[config.mk]
export PLATFORM = sky130hd
export DESIGN_NAME = stack_core_param_flat
export DESIGN_NICKNAME = d
export VERILOG_FILES = /design/src/rtl/stack_core_param_pkg.sv /design/src/rtl/stack_core_param_if.sv /design/src/rtl/stack_core_param_lifo.sv /design/src/rtl/stack_core_param.sv /design/src/flat_wrapper.sv
export SDC_FILE = /design/constraint.sdc
export NUM_CORES = 1
export LEC_CHECK = 0
export ABC_AREA = 1
export BUFFER_PORTS_ARGS = -buffer_cell sky130_fd_sc_hd__buf_2
export CORE_ASPECT_RATIO = 0.6
export CORE_MARGIN = 3
export CORE_UTILIZATION = 60
export DETAILED_ROUTE_END_ITERATION = 8
export MAX_ROUTING_LAYER = met4
export PLACE_DENSITY = 0.77
export SLEW_MARGIN = 10
export SYNTH_ARGS = -nofsm -noshare
export SYNTH_HDL_FRONTEND = slang
export SYNTH_SLANG_ARGS = --single-unit
export TNS_END_PERCENT = 20
[constraint.sdc]
create_clock -name clk -period 3.3 [get_ports clk]
set_input_delay 0 -clock clk [delete_from_list [all_inputs] [get_ports clk]]
set_output_delay 0 -clock clk [all_outputs]
set_load 0.05 [all_outputs]
[src/rtl/stack_core_param_pkg.sv]
// Shared types for the parametrised stack-machine core: opcodes, FSM states,
// fault codes and the per-opcode operand requirement.
package stack_core_pkg;

  typedef enum logic [2:0] {
    OP_ADD  = 3'd0,
    OP_SUB  = 3'd1,
    OP_AND  = 3'd2,
    OP_NOT  = 3'd3,
    OP_PUSH = 3'd4,
    OP_POP  = 3'd5,
    OP_JMP  = 3'd6,
    OP_JZ   = 3'd7
  } opcode_e;

  typedef enum logic [3:0] {
    S_FETCH  = 4'd0,
    S_DECODE = 4'd1,
    S_POP_A  = 4'd2,
    S_POP_B  = 4'd3,
    S_EXEC   = 4'd4,
    S_MEM_RD = 4'd5,
    S_PUSH_W = 4'd6,
    S_MEM_WR = 4'd7,
    S_FAULT  = 4'd8
  } state_e;

  typedef enum logic [1:0] {
    FC_NONE      = 2'b00,
    FC_UNDERFLOW = 2'b01,
    FC_OVERFLOW  = 2'b10
  } fault_e;

  function automatic logic [1:0] need_operands(input opcode_e op);
    case (op)
      OP_ADD, OP_SUB, OP_AND: return 2'd2;
      OP_NOT, OP_POP, OP_JZ:  return 2'd1;
      default:                return 2'd0;
    endcase
  endfunction

endpackage

[src/rtl/stack_core_param_if.sv]
// Request/acknowledge port to the unified instruction/data memory.
// The core drives the master side; the memory answers on the slave side.
interface stack_core_param_if #(
  parameter int DATA_W = 8,
  parameter int ADDR_W = 5
);
  logic              mem_req;
  logic              mem_we;
  logic [ADDR_W-1:0] mem_addr;
  logic [DATA_W-1:0] mem_wdata;
  logic [DATA_W-1:0] mem_rdata;
  logic              mem_ack;

  modport master (
    output mem_req, mem_we, mem_addr, mem_wdata,
    input  mem_rdata, mem_ack
  );

  modport slave (
    input  mem_req, mem_we, mem_addr, mem_wdata,
    output mem_rdata, mem_ack
  );
endinterface

[src/rtl/stack_core_param_lifo.sv]
// Register-array LIFO with an occupancy count; reads 0 when empty and
// silently ignores push-on-full and pop-on-empty.
module stack_lifo #(
  parameter  int DATA_W      = 8,
  parameter  int STACK_DEPTH = 8,
  localparam int DEPTH_W     = $clog2(STACK_DEPTH + 1),
  localparam int IDX_W       = $clog2(STACK_DEPTH)
) (
  input  logic               clk,
  input  logic               rst,
  input  logic               push,
  input  logic               pop,
  input  logic [DATA_W-1:0]  din,
  output logic [DATA_W-1:0]  tos,
  output logic [DEPTH_W-1:0] depth
);
  logic [DATA_W-1:0]  entry_r [STACK_DEPTH];
  logic [DEPTH_W-1:0] count_r;
  logic [IDX_W-1:0]   wr_idx_s;
  logic [IDX_W-1:0]   top_idx_s;
  logic               full_s;
  logic               empty_s;

  assign full_s    = (count_r == DEPTH_W'(STACK_DEPTH));
  assign empty_s   = (count_r == DEPTH_W'(0));
  assign wr_idx_s  = IDX_W'(count_r);
  assign top_idx_s = IDX_W'(count_r - DEPTH_W'(1));

  // Entry storage and occupancy count
  always_ff @(posedge clk) begin
    if (rst) begin
      count_r <= '0;
    end else if (push && !full_s) begin
      entry_r[wr_idx_s] <= din;
      count_r           <= count_r + DEPTH_W'(1);
    end else if (pop && !empty_s) begin
      count_r <= count_r - DEPTH_W'(1);
    end
  end

  assign tos   = empty_s ? '0 : entry_r[top_idx_s];
  assign depth = count_r;
endmodule

[src/rtl/stack_core_param.sv]
// Multicycle stack-machine core: PC/IR/MDR/A/B, controller FSM and ALU,
// with a sticky FAULT state entered on stack underflow or overflow.
module stack_core_param
  import stack_core_pkg::*;
#(
  parameter  int DATA_W      = 8,
  parameter  int ADDR_W      = 5,
  parameter  int STACK_DEPTH = 8,
  localparam int DEPTH_W     = $clog2(STACK_DEPTH + 1)
) (
  input  logic                clk,
  input  logic                rst,
  stack_core_param_if.master  mem,
  output logic [DATA_W-1:0]   tos,
  output logic [DEPTH_W-1:0]  depth,
  output logic [2:0]          opcode,
  output logic                fault,
  output logic [1:0]          fault_code
);
  state_e            state_r, next_state_s;
  fault_e            fault_code_r;
  logic              fault_r;
  logic [ADDR_W-1:0] pc_r;
  logic [DATA_W-1:0] ir_r, mdr_r, a_r, b_r;
  logic [DATA_W-1:0] alu_s, push_data_s;
  logic              push_s, pop_s, underflow_s, overflow_s;
  opcode_e           op_s;
  logic [ADDR_W-1:0] ir_addr_s;

  assign op_s        = opcode_e'(ir_r[DATA_W-1 -: 3]);
  assign ir_addr_s   = ir_r[ADDR_W-1:0];
  assign underflow_s = (depth < DEPTH_W'(need_operands(op_s)));
  assign overflow_s  = (op_s == OP_PUSH) && (depth == DEPTH_W'(STACK_DEPTH));

  stack_lifo #(.DATA_W(DATA_W), .STACK_DEPTH(STACK_DEPTH)) u_lifo (
    .clk   (clk),
    .rst   (rst),
    .push  (push_s),
    .pop   (pop_s),
    .din   (push_data_s),
    .tos   (tos),
    .depth (depth)
  );

  // ALU: A is the former top, B the entry beneath it
  always_comb begin
    case (op_s)
      OP_ADD:  alu_s = b_r + a_r;
      OP_SUB:  alu_s = b_r - a_r;
      OP_AND:  alu_s = b_r & a_r;
      OP_NOT:  alu_s = ~a_r;
      default: alu_s = '0;
    endcase
  end

  // FSM state register
  always_ff @(posedge clk) begin
    if (rst) state_r <= S_FETCH;
    else     state_r <= next_state_s;
  end

  // FSM next-state logic; faults are decided in DECODE before any stack change
  always_comb begin
    next_state_s = state_r;
    case (state_r)
      S_FETCH:  next_state_s = mem.mem_ack ? S_DECODE : S_FETCH;
      S_DECODE: begin
        if (underflow_s || overflow_s) begin
          next_state_s = S_FAULT;
        end else begin
          case (op_s)
            OP_ADD, OP_SUB, OP_AND, OP_NOT, OP_JZ: next_state_s = S_POP_A;
            OP_PUSH: next_state_s = S_MEM_RD;
            OP_POP:  next_state_s = S_MEM_WR;
            OP_JMP:  next_state_s = S_FETCH;
            default: next_state_s = S_FAULT;
          endcase
        end
      end
      S_POP_A: begin
        case (op_s)
          OP_ADD, OP_SUB, OP_AND: next_state_s = S_POP_B;
          OP_NOT:  next_state_s = S_EXEC;
          default: next_state_s = S_FETCH;
        endcase
      end
      S_POP_B:  next_state_s = S_EXEC;
      S_EXEC:   next_state_s = S_FETCH;
      S_MEM_RD: next_state_s = mem.mem_ack ? S_PUSH_W : S_MEM_RD;
      S_PUSH_W: next_state_s = S_FETCH;
      S_MEM_WR: next_state_s = mem.mem_ack ? S_FETCH : S_MEM_WR;
      S_FAULT:  next_state_s = S_FAULT;
      default:  next_state_s = S_FAULT;
    endcase
  end

  // FSM outputs: memory request and stack control, held stable until ack
  always_comb begin
    mem.mem_req   = 1'b0;
    mem.mem_we    = 1'b0;
    mem.mem_addr  = pc_r;
    mem.mem_wdata = tos;
    push_s        = 1'b0;
    pop_s         = 1'b0;
    push_data_s   = alu_s;
    case (state_r)
      S_FETCH:  mem.mem_req = !rst;
      S_MEM_RD: begin
        mem.mem_req  = !rst;
        mem.mem_addr = ir_addr_s;
      end
      S_MEM_WR: begin
        mem.mem_req  = !rst;
        mem.mem_we   = 1'b1;
        mem.mem_addr = ir_addr_s;
        pop_s        = mem.mem_ack;
      end
      S_POP_A, S_POP_B: pop_s = 1'b1;
      S_EXEC:   push_s = 1'b1;
      S_PUSH_W: begin
        push_s      = 1'b1;
        push_data_s = mdr_r;
      end
      default: push_s = 1'b0;
    endcase
  end

  // Architectural registers and sticky fault capture
  always_ff @(posedge clk) begin
    if (rst) begin
      pc_r         <= '0;
      ir_r         <= '0;
      mdr_r        <= '0;
      a_r          <= '0;
      b_r          <= '0;
      fault_r      <= 1'b0;
      fault_code_r <= FC_NONE;
    end else begin
      case (state_r)
        S_FETCH: if (mem.mem_ack) begin
          ir_r <= mem.mem_rdata;
          pc_r <= pc_r + ADDR_W'(1);
        end
        S_DECODE: begin
          if (underflow_s) begin
            fault_r      <= 1'b1;
            fault_code_r <= FC_UNDERFLOW;
          end else if (overflow_s) begin
            fault_r      <= 1'b1;
            fault_code_r <= FC_OVERFLOW;
          end else if (op_s == OP_JMP) begin
            pc_r <= ir_addr_s;
          end
        end
        S_POP_A: begin
          a_r <= tos;
          if ((op_s == OP_JZ) && (tos == '0)) pc_r <= ir_addr_s;
        end
        S_POP_B:  b_r <= tos;
        S_MEM_RD: if (mem.mem_ack) mdr_r <= mem.mem_rdata;
        default:  ;
      endcase
    end
  end

  assign opcode     = ir_r[DATA_W-1 -: 3];
  assign fault      = fault_r;
  assign fault_code = fault_code_r;
endmodule

[src/flat_wrapper.sv]
// flat-port wrapper written by rule: the top's interface ports become plain ports
module stack_core_param_flat import stack_core_pkg::*;
#(
  parameter  int DATA_W      = 8,
  parameter  int ADDR_W      = 5,
  parameter  int STACK_DEPTH = 8,
  localparam int DEPTH_W     = $clog2(STACK_DEPTH + 1)
)
  (clk, rst, tos, depth, opcode, fault, fault_code, mem_mem_req, mem_mem_we, mem_mem_addr, mem_mem_wdata, mem_mem_rdata, mem_mem_ack);
  stack_core_param_if #(.DATA_W(DATA_W), .ADDR_W(ADDR_W)) mem_i ();
  input  logic clk;
  input  logic rst;
  output logic [DATA_W-1:0] tos;
  output logic [DEPTH_W-1:0] depth;
  output logic [2:0] opcode;
  output logic fault;
  output logic [1:0] fault_code;
  output wire logic [$bits(mem_i.mem_req)-1:0] mem_mem_req;
  output wire logic [$bits(mem_i.mem_we)-1:0] mem_mem_we;
  output wire logic [$bits(mem_i.mem_addr)-1:0] mem_mem_addr;
  output wire logic [$bits(mem_i.mem_wdata)-1:0] mem_mem_wdata;
  input wire logic [$bits(mem_i.mem_rdata)-1:0] mem_mem_rdata;
  input wire logic [$bits(mem_i.mem_ack)-1:0] mem_mem_ack;
  assign mem_mem_req = mem_i.mem_req;
  assign mem_mem_we = mem_i.mem_we;
  assign mem_mem_addr = mem_i.mem_addr;
  assign mem_mem_wdata = mem_i.mem_wdata;
  assign mem_i.mem_rdata = mem_mem_rdata;
  assign mem_i.mem_ack = mem_mem_ack;
  stack_core_param #(.DATA_W(DATA_W), .ADDR_W(ADDR_W), .STACK_DEPTH(STACK_DEPTH)) u_core (.clk(clk), .rst(rst), .mem(mem_i), .tos(tos), .depth(depth), .opcode(opcode), .fault(fault), .fault_code(fault_code));
endmodule
==> impl_metrics.env, run 1 <==
export IMPL_drt_iter0_drc=601
export IMPL_crit_chain="inv_1 > nand2_1 > inv_1 > nand2_2 > nand2_1 > xor2_1 > ha_1 > a21oi_1 > nand2_1 > nand2_1 > nand2_1 > a21oi_2 > inv_1 > o21ai_0 > nand3_1 > nand2_1 > nand2_1"
export IMPL_rsz0062_at_grt="false"
export IMPL_post_cts_setup_buffers=0
export IMPL_synth_edff_count=64
export IMPL_cts_buffers=17
export IMPL_coreArea_um2=8910
export IMPL_crit_top_cell="nand2_1"
export IMPL_dpl_cell_area_um2=6040
export IMPL_crit_start="u_core.ir_r[7]"
export IMPL_io_buffers=43
export IMPL_drive_gt1_frac=0.137
export IMPL_grt_pass1_vias=4659
export IMPL_post_place_ws_ps=314
export IMPL_synth_cells=696
export IMPL_grt_use_total=0.301
export IMPL_ios=44
export IMPL_drt_pass1_iter_count=5
export IMPL_static_leakage_power_nw=3.03
export IMPL_antenna_found_initial=0
export IMPL_clkLatencyLatePin_ps=420
export IMPL_final_cells=893
export IMPL_post_route_util=0.763
export IMPL_vias=5076
export IMPL_crit_buf_inv=3
export IMPL_clkTransAtPathRegs_ps=60
export IMPL_grt_max_degree=39
export IMPL_p_per_area_nw_per_um2=630
export IMPL_power_internal_mw=3.13
export IMPL_root_buffer="clkbuf_16"
export IMPL_crit_slowest_cell="dfxtp_1"
export IMPL_crit_fanout=8
export IMPL_yosysTopAreaCell="edfxtp_1"
export IMPL_viasPerCell=5.68
export IMPL_timing_fmax_mhz=324
export IMPL_path_depth=17
export IMPL_post_route_period_util=0.935
export IMPL_yosysWarnings=0
export IMPL_cp_arrival_ps=3180
export IMPL_endpoint_kind="register"
export IMPL_postLayoutCellArea_um2=6800
export IMPL_rr_worst_depth=17
export IMPL_overflow=0
export IMPL_status="completed"
export IMPL_dp_hpwl_mm=10.4
export IMPL_synth_common_cells="nand2_1 (151), inv_1 (99), edfxtp_1 (64)"
export IMPL_row_count=26
export IMPL_sequentialPowerShare=0.386
export IMPL_nNetsFinal=779
export IMPL_synth_ff_type="edfxtp_1"
export IMPL_die_area_um2=10800
export IMPL_cts_tree="built"
export IMPL_avgSynthCellArea_um2=8.25
export IMPL_grt_pass1_wl_mm=24.1
export IMPL_htreeDepth=4
export IMPL_startpoint_type="register"
export IMPL_syn_area_um2=5740
export IMPL_globalplace_congestion=0.972
export IMPL_synth_top_area_share=0.335
export IMPL_hold_viol=0
export IMPL_synth_seq_cells=114
export IMPL_worstPathRequired_ps=3400
export IMPL_drt_total_wl_mm=15.1
export IMPL_p_sw_mw=1.15
export IMPL_clockPowerShare=0.465
export IMPL_combPwrFrac=0.149
export IMPL_r2r_end="u_core.u_lifo.entry_r[7][5]"
export IMPL_drcViolationCount=0
export IMPL_worst_pin_slew_ps=1130
export IMPL_antenna_diode_count=0
export IMPL_crit_end="u_core.u_lifo.entry_r[7][5]"
export IMPL_swShare=0.270
export IMPL_critical_path_top_delay_family="simple AND/OR/NAND/NOR gates"
export IMPL_peakVddDrop_mv=0.395
export IMPL_maxSlewViolCount=0
export IMPL_worstHoldStart="mem_mem_rdata[4]"
export IMPL_cts_sinks=114
export IMPL_die_h_um=81.8
export IMPL_worst_slack_ps=214
export IMPL_relSlewSlack=0.241
export IMPL_min_period_ps=3090
export IMPL_synth_cell_types=38
export IMPL_netlist_top_cells_area="edfxtp_1 (33%), dfxtp_1 (17%), nand2_1 (9.9%)"
export IMPL_dp_cells=849
export IMPL_wl_per_cell_um=16.9
export IMPL_max_stage_delay_ps=440
export IMPL_cap_violations=0
export IMPL_rr_startpoint="u_core.ir_r[7]"
export IMPL_async_flop_share=0
export IMPL_finalSetupViolCount=0
export IMPL_rrSetupSlack_ps=210
export IMPL_fillers=633
export IMPL_clockBufferDepth=2
export IMPL_ant_nets=0
export IMPL_yosysMostFrequentCell="nand2_1"
export IMPL_start_util=0.644
export IMPL_whs_ps=441
export IMPL_finClkSkew_ps=12.7
export IMPL_hold_path_class="primary input to register"
export IMPL_synth_nets=721
export IMPL_synth_seq_area_share=0.509
export IMPL_critPathKind="register to register"
export IMPL_die_x_um=132
export IMPL_area_growth_syn_to_layout_pct=18.5
==> cell families after synthesis <==
family | share of synthesized area
DFF | 0.509
xor gates and xnor gates | 0.0209
AOI/OAI and AO/OA | 0.122
buffers and inverters | 0.105
adders and majority gates | 0.0318
and+or+nand+nor | 0.211
==> layer usage <==
metal	share of wire	up-vias	global-route usage
li1	-	2394	-
met1	0.44	2350	0.420
met2	0.42	305	0.426
met3	0.13	27	0.0881
met4	0.012	0	0.0985
met5	0	-	-
==> how the worst min path moves through the flow <==
stage	slack, ps	cells past startpoint	end
after floorplan	140	2	u_core.ir_r[5]
after global placement	300	3	u_core.ir_r[4]
after detailed placement	310	3	u_core.ir_r[4]
after CTS	410	3	u_core.fault_code[1]
after global routing	460	3	u_core.u_lifo.depth[2]
final	440	4	u_core.ir_r[4]
==> stage by stage <==
| stage | power [mW] | TNS (ps) |
|---|---|---|
| 2_1_floorplan | 2.13 | -124 |
| 3_3_place_gp | 2.26 | 0 |
| 3_5_place_dp | 2.28 | 0 |
| 4_1_cts | 4.26 | 0 |
| 5_1_grt | 4.43 | 0 |
| 6_report | 4.28 | 0 |
==> timing repair <==
item / CTS / global route
gates resized for setup: 0 / 3
endpoints found under the hold margin: 23 / 0
setup endpoints to repair: 0 / 32
hold buffers: 12 / 0
==> sequential cells by signal, summed over array words and instances, names as in the netlist, 4 cells and up, named ones only <==
name	cells
u_core.state_r	4
u_core.mdr_r	8
u_core.a_r	8
u_core.b_r	8
u_core.u_lifo.depth	4
u_core.ir_r	8
u_core.pc_r	5
u_core.u_lifo.entry_r	64
==> layout make-up <==
cell class                 count  area [um^2]  share of cell area
clock buffer                  18          429              0.0631
timing repair buffer          74          478              0.0703
inverter                     100          375              0.0552
sequential                   114         2920               0.430
clock inverter                14          210              0.0309
tap                          126          158              0.0232
multi-input combinational    447         2230               0.328
==> layout by cell type (no fill, tap or decap), types with 9 or more instances in the layout <==
cell type,synthesis,layout
a21oi_1,51,50
buf_2,6,43
buf_4,14,19
clkbuf_16,0,17
dfxtp_1,50,50
dlygate4sd3_1,0,12
edfxtp_1,64,64
ha_1,13,13
inv_1,99,99
nand2_1,151,150
nand3_1,56,56
nor2_1,63,63
o21ai_0,63,62
xor2_1,9,9
==> power by group through the flow <==
stage | Combinational [mW] | Sequential (mW) | Clock (mW)
2_1_floorplan | 0.447 | 1.68 | 0
3_3_place_gp | 0.587 | 1.68 | 0
3_5_place_dp | 0.598 | 1.68 | 0
4_1_cts | 0.614 | 1.65 | 2.00
5_1_grt | 0.707 | 1.66 | 2.07
6_report | 0.640 | 1.65 | 1.99
==> worst min-delay path, cell delays in order <==
cell           delay (ps)
dlygate4sd3_1         530
buf_2                 110
o21ai_0                70
a21oi_1               100
Power figures use the tool's default switching activity.
==> run 2, diff against run 1 <==
==> constraint.sdc (replaced) <==
create_clock -name clk -period 3.3 [get_ports clk]
set_input_delay 0.33 -clock clk [delete_from_list [all_inputs] [get_ports clk]]
set_output_delay 0.33 -clock clk [all_outputs]
set_load 0.05 [all_outputs]
==> impl_metrics.env, run 2 (synthesis results as in run 1) <==
export IMPL_antenna_diode_count=0
export IMPL_drive_gt1_frac=0.135
export IMPL_post_route_period_util=0.954
export IMPL_clkTransAtPathRegs_ps=50
export IMPL_startpoint_type="register"
export IMPL_antenna_found_initial=0
export IMPL_most_common_layout_cells="nand2_1 (150), inv_1 (99), edfxtp_1 (64)"
export IMPL_whs_ps=218
export IMPL_largest_reg_flops=64
export IMPL_ctsHoldBuffers=0
export IMPL_io_buffers=43
export IMPL_cts_sinks=114
export IMPL_worst_pin_slew_ps=974
export IMPL_ant_nets=0
export IMPL_drcViolationCount=0
export IMPL_grt_max_degree=39
export IMPL_overflow=0
export IMPL_peakVddDrop_mv=0.470
export IMPL_dp_hpwl_mm=10.8
export IMPL_crit_fanout=15
export IMPL_globalplace_congestion=0.940
export IMPL_ios=44
export IMPL_grtUsageMet3=0.0814
export IMPL_wl_per_cell_um=17.4
export IMPL_min_period_ps=3150
export IMPL_fillers=679
export IMPL_root_buffer="clkbuf_16"
export IMPL_clockBufferDepth=2
export IMPL_relSlewSlack=0.344
export IMPL_p_per_area_nw_per_um2=612
export IMPL_combPwrFrac=0.157
export IMPL_hold_viol=0
export IMPL_post_route_util=0.741
export IMPL_die_area_um2=10800
export IMPL_post_place_ws_ps=241
export IMPL_hold_path_class="primary input to register"
export IMPL_cts_buffers=17
export IMPL_busiest_layer="met1"
export IMPL_drt_iter0_drc=588
export IMPL_status="completed"
export IMPL_final_common_cell="nand2_1"
export IMPL_rsz0062_at_grt="false"
export IMPL_drt_total_wl_mm=15.3
export IMPL_worstPathRequired_ps=2970
export IMPL_regMostFlops="u_core.u_lifo.entry_r"
export IMPL_sequentialPowerShare=0.409
export IMPL_vias=5016
export IMPL_setup_tns_ps=0
export IMPL_nNetsFinal=767
export IMPL_grt_pass1_wl_mm=24.2
export IMPL_die_h_um=81.8
export IMPL_cp_arrival_ps=2820
export IMPL_swShare=0.286
export IMPL_grt_pass1_vias=4632
export IMPL_static_leakage_power_nw=2.94
export IMPL_finClkSkew_ps=7.03
export IMPL_row_count=26
export IMPL_grt_use_total=0.306
export IMPL_critPathKind="register to output pin"
export IMPL_start_util=0.644
export IMPL_clkLatencyLatePin_ps=410
export IMPL_cap_violations=0
export IMPL_cts_tree="built"
export IMPL_clockPowerShare=0.435
export IMPL_power_internal_mw=2.89
export IMPL_p_sw_mw=1.16
export IMPL_timing_fmax_mhz=318
export IMPL_worst_slack_ps=153
export IMPL_drt_pass1_iter_count=5
export IMPL_area_growth_syn_to_layout_pct=15.2
export IMPL_maxSlewViolCount=0
export IMPL_coreArea_um2=8910
export IMPL_htreeDepth=4
export IMPL_met2_usage=0.427
export IMPL_endpoint_kind="output pin"
export IMPL_finalSetupViolCount=0
export IMPL_viasPerCell=5.69
export IMPL_die_x_um=132
export IMPL_grt_use_met1=0.436
## run 2: cell count changes in the layout (fill, tap and decap cells not counted), sizes merged
cell,previous run,this run
clkinv,5,8
clkinvlp,2,4
dlygate4sd3,12,0
bufinv,5,2
inv,102,100
## run 2: path summary, 6_finish.rpt
check | from | depth (start not counted) | slack (ps) | to
setup reg to reg | u_core.ir_r[7] | 19 | 280 | u_core.u_lifo.entry_r[2][7]
hold reg to reg | u_core.mdr_r[5] | 2 | 460 | u_core.mdr_r[5]
setup / recovery | u_core.u_lifo.depth[1] | 8 | 150 | mem_mem_wdata[6]
hold / removal | mem_mem_rdata[4] | 3 | 220 | u_core.mdr_r[4]
## run 2: per-layer routing
layer,part of all wire,routed length [um]
met1,0.47,7160
met2,0.41,6300
met3,0.11,1650
met4,0.012,188
met5,0,0
## run 2: repair_timing
action	4_1_cts	5_1_grt
setup endpoints to repair	0	24
setup buffers	0	0
resized for setup	0	3
## run 2: area by class of cell
type | count | area, um^2 | area share
Multi-Input combinational cell | 447 | 2220 | 0.337
Clock buffer | 18 | 429 | 0.0649
Timing Repair Buffer | 62 | 358 | 0.0541
Tap cell | 126 | 158 | 0.0239
Inverter | 100 | 375 | 0.0568
Clock inverter | 14 | 141 | 0.0214
Sequential cell | 114 | 2920 | 0.442
## run 2: power by group through the flow
stage	logic, mW	registers [mW]	clock network [mW]
after CTS	0.616	1.65	1.77
after global placement	0.593	1.68	0
final	0.633	1.65	1.76
after global routing	0.693	1.66	1.83
after floorplan	0.447	1.68	0
after detailed placement	0.610	1.68	0
## run 2: critical path, stage by stage, from the launching register on
cell	delay, ps
dfxtp_1	470
inv_1	150
ha_1	310
inv_1	440
nand2_1	140
nand3_1	90
nand2_1	70
nor2_1	370
buf_2	350
## run 2: per-stage QoR
step,std cells,power (mW),cell area (um^2)
final,881,4.04,6610
after global placement,849,2.27,6040
after detailed placement,849,2.29,6040
after global routing,881,4.18,6610
after floorplan,696,2.13,5750
after CTS,881,4.03,6610
